==> config.mk <==
export PLATFORM = sky130hd
export DESIGN_NAME = lsu_mem_initiator
export DESIGN_NICKNAME = d
export VERILOG_FILES = /design/src/rtl/lsu_mem_initiator_pkg.sv /design/src/rtl/lsu_load_extend.sv /design/src/rtl/lsu_mem_initiator.sv
export VERILOG_INCLUDE_DIRS = /design/src /design/src/rtl
export SDC_FILE = /design/constraint.sdc
export NUM_CORES = 1
export LEC_CHECK = 0
export ABC_AREA = 1
export CAP_MARGIN = 0
export CORE_MARGIN = 3
export CORE_UTILIZATION = 43
export DETAILED_ROUTE_END_ITERATION = 10
export PLACE_DENSITY_LB_ADDON = 0.05
export SLEW_MARGIN = 15
export SYNTH_ARGS = -nofsm -noshare
export SYNTH_HDL_FRONTEND = slang
export SYNTH_SLANG_ARGS = --single-unit
==> constraint.sdc <==
create_clock -name clk -period 2.4 [get_ports clk]
set_input_delay 0.48 -clock clk [delete_from_list [all_inputs] [get_ports clk]]
set_output_delay 0.48 -clock clk [all_outputs]
set_load 0.05 [all_outputs]
==> src/rtl/lsu_mem_defines.sv <==
// Shared data-memory function codes. The data memory uses the same header.
`ifndef LSU_MEM_DEFINES_SV
`define LSU_MEM_DEFINES_SV

`define MEM_LB  3'd0
`define MEM_LH  3'd1
`define MEM_LW  3'd2
`define MEM_LBU 3'd3
`define MEM_LHU 3'd4
`define MEM_SB  3'd5
`define MEM_SH  3'd6
`define MEM_SW  3'd7

`endif

==> src/rtl/lsu_mem_initiator_pkg.sv <==
// Local types and decode helpers for the load/store initiator.
`ifndef LSU_MEM_DEFINES_SV
`include "lsu_mem_defines.sv"
`endif

package lsu_mem_initiator_pkg;

    typedef enum logic [1:0] {
        ST_IDLE  = 2'd0,
        ST_ISSUE = 2'd1,
        ST_DONE  = 2'd2
    } lsu_state_e;

    // Access size in bytes for a function code (1, 2 or 4).
    function automatic logic [2:0] op_size(input logic [2:0] op);
        case (op)
            `MEM_LH, `MEM_LHU, `MEM_SH: op_size = 3'd2;
            `MEM_LW, `MEM_SW:           op_size = 3'd4;
            default:                    op_size = 3'd1;
        endcase
    endfunction

    function automatic logic op_is_store(input logic [2:0] op);
        op_is_store = (op == `MEM_SB) || (op == `MEM_SH) || (op == `MEM_SW);
    endfunction

endpackage

==> src/rtl/lsu_load_extend.sv <==
// Sign/zero extension of assembled little-endian load bytes; stores yield 0.
module lsu_load_extend
    import lsu_mem_initiator_pkg::*;
(
    input  logic [2:0]  op_i,
    input  logic [31:0] data_i,
    output logic [31:0] result_o
);

    // Select extension by function code.
    always_comb begin
        result_o = '0;
        case (op_i)
            `MEM_LB:  result_o = {{24{data_i[7]}}, data_i[7:0]};
            `MEM_LBU: result_o = {24'h0, data_i[7:0]};
            `MEM_LH:  result_o = {{16{data_i[15]}}, data_i[15:0]};
            `MEM_LHU: result_o = {16'h0, data_i[15:0]};
            `MEM_LW:  result_o = data_i;
            default:  result_o = '0;
        endcase
    end

endmodule

==> src/rtl/lsu_mem_initiator.sv <==
// Load/store initiator: one request per handshake, misaligned accesses split
// into byte beats, one-cycle response pulse with extended load data.
//
// Handshake: a request transfers on a rising edge where req_valid_i and
// req_ready_o are both high; req_ready_o is high only in IDLE, so the
// requester holds req_valid_i and its fields stable until that edge.
module lsu_mem_initiator
    import lsu_mem_initiator_pkg::*;
#(
    parameter bit ALLOW_MISALIGNED = 1'b1
) (
    input  logic        clk,
    input  logic        rst_n,
    input  logic        req_valid_i,
    output logic        req_ready_o,
    input  logic [2:0]  req_op_i,
    input  logic [31:0] req_addr_i,
    input  logic [31:0] req_wdata_i,
    output logic        rsp_valid_o,
    output logic [31:0] rsp_rdata_o,
    output logic        rsp_err_o,
    output logic [2:0]  mem_fn_o,
    output logic [31:0] mem_addr_o,
    output logic [31:0] mem_wdata_o,
    input  logic [31:0] mem_rdata_i,
    output lsu_state_e  state_o
);

    lsu_state_e  state_q, state_d;
    logic [2:0]  op_q, op_d;
    logic [31:0] addr_q, addr_d;
    logic [31:0] wdata_q, wdata_d;
    logic [31:0] asm_q, asm_d;
    logic [2:0]  beats_q, beats_d;
    logic [1:0]  beat_q, beat_d;
    logic        mis_q, mis_d;
    logic        err_q, err_d;

    logic [2:0]  req_size;
    logic        req_aligned;
    logic        last_beat;
    logic [31:0] ext_rdata;

    assign state_o   = state_q;
    assign req_size  = op_size(req_op_i);
    assign last_beat = ({1'b0, beat_q} == (beats_q - 3'd1));

    // Natural alignment of the incoming request.
    always_comb begin
        req_aligned = 1'b1;
        if (req_size == 3'd4)      req_aligned = (req_addr_i[1:0] == 2'b00);
        else if (req_size == 3'd2) req_aligned = (req_addr_i[0] == 1'b0);
    end

    lsu_load_extend u_ext (
        .op_i     (op_q),
        .data_i   (asm_q),
        .result_o (ext_rdata)
    );

    // State and datapath registers; reset abandons any access in flight.
    always_ff @(posedge clk or negedge rst_n) begin
        if (!rst_n) begin
            state_q <= ST_IDLE;
            op_q    <= `MEM_LB;
            addr_q  <= '0;
            wdata_q <= '0;
            asm_q   <= '0;
            beats_q <= 3'd1;
            beat_q  <= '0;
            mis_q   <= 1'b0;
            err_q   <= 1'b0;
        end else begin
            state_q <= state_d;
            op_q    <= op_d;
            addr_q  <= addr_d;
            wdata_q <= wdata_d;
            asm_q   <= asm_d;
            beats_q <= beats_d;
            beat_q  <= beat_d;
            mis_q   <= mis_d;
            err_q   <= err_d;
        end
    end

    // Next-state: accept in IDLE, step beats and assemble load bytes in ISSUE.
    always_comb begin
        state_d = state_q;
        op_d    = op_q;
        addr_d  = addr_q;
        wdata_d = wdata_q;
        asm_d   = asm_q;
        beats_d = beats_q;
        beat_d  = beat_q;
        mis_d   = mis_q;
        err_d   = err_q;
        case (state_q)
            ST_IDLE: begin
                if (req_valid_i) begin
                    op_d    = req_op_i;
                    addr_d  = req_addr_i;
                    wdata_d = req_wdata_i;
                    asm_d   = '0;
                    beat_d  = '0;
                    mis_d   = !req_aligned;
                    beats_d = req_aligned ? 3'd1 : req_size;
                    if (!req_aligned && !ALLOW_MISALIGNED) begin
                        err_d   = 1'b1;
                        state_d = ST_DONE;
                    end else begin
                        err_d   = 1'b0;
                        state_d = ST_ISSUE;
                    end
                end
            end
            ST_ISSUE: begin
                if (!op_is_store(op_q)) begin
                    if (mis_q) asm_d[{beat_q, 3'b000} +: 8] = mem_rdata_i[7:0];
                    else       asm_d = mem_rdata_i;
                end
                if (last_beat) begin
                    state_d = ST_DONE;
                    beat_d  = '0;
                end else begin
                    beat_d  = beat_q + 2'd1;
                end
            end
            ST_DONE: begin
                state_d = ST_IDLE;
                beat_d  = '0;
            end
            default: state_d = ST_IDLE;
        endcase
    end

    // Outputs decoded from registered state; idle cycles drive a non-writing LB at 0.
    always_comb begin
        req_ready_o = 1'b0;
        rsp_valid_o = 1'b0;
        rsp_err_o   = 1'b0;
        rsp_rdata_o = '0;
        mem_fn_o    = `MEM_LB;
        mem_addr_o  = '0;
        mem_wdata_o = '0;
        case (state_q)
            ST_IDLE: req_ready_o = 1'b1;
            ST_ISSUE: begin
                if (!mis_q) begin
                    mem_fn_o    = op_q;
                    mem_addr_o  = addr_q;
                    mem_wdata_o = wdata_q;
                end else begin
                    mem_fn_o    = op_is_store(op_q) ? `MEM_SB : `MEM_LBU;
                    mem_addr_o  = addr_q + {30'h0, beat_q};
                    mem_wdata_o = {24'h0, wdata_q[{beat_q, 3'b000} +: 8]};
                end
            end
            ST_DONE: begin
                rsp_valid_o = 1'b1;
                rsp_err_o   = err_q;
                rsp_rdata_o = err_q ? 32'h0 : ext_rdata;
            end
            default: ;
        endcase
    end

endmodule

==> results.yml <==
yosys:
  synth_cells: 944
  synth_top_area_share: 0.404
  yosysWarnings: 0
  syn-num-nets: 1054
  yosys.cell_count.top_type: "nand2_1"
  synth_area_leader_cell: "dfrtp_1"
  synth_area_per_cell_um2: 6.95
  synth-async-reset-ratio: 1.00
  ys_seq_elements: 107
  synth_edf_count: 0
  synth_area_mm2: 0.00656
  yosys-top-cells-count: "nand2_1, nor2_1, dfrtp_1"
  ys_top_cells_by_area: "dfrtp_1, nand2_1, nor2_1"
  synth_cell_types: 39
  synth_ff_type: "dfrtp_1"
  synth-seq-area-share: 0.408
critical_path:
  cp_cell_sequence: "ha_2, inv_2, fa_2, inv_2, nand3_4, nor2_1, nand2_1, nor2_4, nand3_2, nand2_1, nand2_2, nor2_4, buf_12"
  crit_fanout: 3
  ff2ff_path_depth: 7
  rr_endpoint: "asm_q[3]$_DFFE_PN0P_"
  arrival_ns: 2.32
  required_ns: 1.92
  r2r_start: "beat_q[0]$_DFFE_PN0P_"
  cp-start-kind: "flip-flop"
  end_kind: "primary output"
  max_stage_delay_ns: 0.38
  cp_top_family: "simple AND/OR/NAND/NOR gates"
  reg2reg_slack_ns: 0.29
  path_class: "reg -> out"
  cp_num_buf_inv: 3
  cp_slowest_cell: "fa_2"
drt:
  drt-pass1-iter-count: 5
  wl_per_cell_um: 16.1
  route.met2.wl_mm: 11.0
  vias: 7160
  wl_met1_mm: 8.88
  top_layer: "met4"
  drt_wl_total_mm: 21.9
  drc: 0
  drtAntennaViolNets: 0
  drt-initial-drc-count: 419
  viasPerCell: 5.25
  dr_wl_met3_mm: 1.47
timing:
  skew_ns: 0.00531
  tightestPinTransition_ns: 0.638
  min_period_ns: 2.80
  slew_headroom: 0.574
  hold_ws_ns: 0.0814
  slew_viol_final: 0
  finalHoldViolCount: 0
  fmax_mhz: 358
  setup_viol: 37
  finalWorstSetupSlack_ns: -0.396
  rsz0062_at_grt: "yes"
  timing.final.crit_share: 1.17
clock_network:
  cts.htree.levels: 3
  clk_pin_slew_worst_paths_ns: 0.07
  numCtsBuffers: 9
  ctsHoldBuffers: 0
  cts_tree: "built"
  clock-sinks: 107
  clk-insertion-delay-late_ns: 0.36
  cts_root_buf: "clkbuf_16"
  clockBufferDepth: 2
outcome:
  violations: "negative setup slack"
  status: "finished with violations"
place:
  post-dp-hpwl_mm: 16.1
  gp_congestion: 0.858
  io_buffers: 204
  dp_cells: 1329
final_layout:
  diodes: 0
  area_growth_pct: 71.7
  fin_nets: 1284
  fillers: 1080
  layoutNonFillerInstCount: 1363
  drive_above_1_share: 0.306
die:
  die_h_um: 130
  rows: 44
  dieArea_mm2: 0.0168
  core_mm2: 0.0148
  io_pins: 206
  die_x_um: 130
  start_util: 0.445
global_routing:
  grt_pass1_wl_mm: 33.8
  grt_max_degree: 41
  overflow: 0
  grtUsageTotal: 0.254
  grt_antenna_before_repair: 0
  grt_pass1_vias: 6718
worst_hold_path:
  hold_class: "in -> async"
power_and_ir_drop:
  power_density_mw_per_mm2: 1360
  ir_worst_vdd_v: 0.000782
  leakagePower_nw: 4.67
  p_total_mw: 15.4
run:
  max_cap_violations: 0
stage by stage:
step                setup TNS, ns   util  worst slack (ns)  cell area [µm²]
floorplan                   -2.76      -            -0.110             7070
global placement           -0.425  0.704            -0.111            10400
detailed placement         -0.814  0.704            -0.152            10400
CTS                         -8.07  0.741            -0.384            10900
global route               -12.49  0.764            -0.524            11300
finish                      -8.46  0.764            -0.396            11300
worst max path at each step:
stage          slack [ns]  cells past startpoint                  start              end
4_1_cts             -0.38                     13  beat_q[0]$_DFFE_PN0P_   mem_addr_o[30]
3_5_place_dp        -0.15                     12  addr_q[0]$_DFFE_PN0P_   mem_addr_o[14]
6_report            -0.40                     13  addr_q[0]$_DFFE_PN0P_   mem_addr_o[30]
5_1_grt             -0.52                     13  addr_q[0]$_DFFE_PN0P_   mem_addr_o[30]
2_1_floorplan       -0.11                      6    op_q[1]$_DFFE_PN0P_  rsp_rdata_o[23]
3_3_place_gp        -0.11                     13  addr_q[0]$_DFFE_PN0P_   mem_addr_o[30]
layer usage:
metal,up-vias,global-route usage
met5,-,0
met4,0,0.0654
met3,43,0.0548
met2,277,0.439
met1,3349,0.325
li1,3491,-
registers in the layout, summed over array words and instances (netlist names):
signal / flops
state_o: 2
wdata_q: 32
mis_q: 1
addr_q: 32
op_q: 3
beat_q: 2
asm_q: 32
beats_q: 3
cell families (layout without fill, tap and decap cells):
family	Yosys count	after routing	synth area share
simple gates	510	510	0.328
compound gates	179	179	0.150
fa+ha+maj	8	8	0.0164
flops	107	107	0.408
other cells	1	1	0.000571
buf+inv	130	365	0.0848
xor+xnor	9	9	0.0120
placed cells by master, fill, tap and decap left out, types with 2 or more instances in the layout:
| cell type | count |
|---|---|
| a211oi_2 | 6 |
| a211oi_4 | 3 |
| a21oi_1 | 66 |
| a21oi_2 | 17 |
| a21oi_4 | 7 |
| buf_12 | 98 |
| buf_4 | 48 |
| buf_6 | 15 |
| clkbuf_16 | 9 |
| clkdlybuf4s50_1 | 103 |
| clkinv_4 | 2 |
| clkinvlp_4 | 4 |
| dfrtp_1 | 98 |
| dfrtp_2 | 8 |
| ha_1 | 5 |
| inv_1 | 72 |
| inv_2 | 7 |
| inv_4 | 2 |
| inv_8 | 2 |
| nand2_1 | 245 |
| nand2_2 | 12 |
| nand2_4 | 3 |
| nand3_1 | 56 |
| nand3_2 | 9 |
| nand3b_1 | 2 |
| nand4_1 | 10 |
| nor2_1 | 72 |
| nor2_2 | 31 |
| nor2_4 | 50 |
| nor3_1 | 10 |
| nor3_4 | 3 |
| o21a_1 | 13 |
| o21ai_0 | 51 |
| o21ai_1 | 3 |
| o21ai_2 | 4 |
| o21ai_4 | 4 |
| xnor2_1 | 2 |
| xor2_1 | 5 |
cell type report:
type	instances	area, µm²	area share
multi-input combinational	707	4180	0.371
sequential	107	2690	0.239
tap	184	230	0.0204
clock buffer	10	239	0.0212
timing repair buffer	264	3520	0.313
inverter	85	340	0.0302
clock inverter	6	72.6	0.00644
power breakdown:
group | switching, mW | internal, mW | leakage (nW)
sequential | 0.733 | 2.68 | 1.32
combinational | 6.27 | 4.11 | 3.21
clock | 0.720 | 0.848 | 0.143
total | 7.72 | 7.63 | 4.67
repair_timing:
action,CTS,global route
pin swaps,24,21
setup endpoints to repair,52,73
endpoints found under the hold margin,0,0
gates cloned,0,1
gates resized for setup,56,66
buffers inserted,6,14
(Power assumes the default switching activity.)
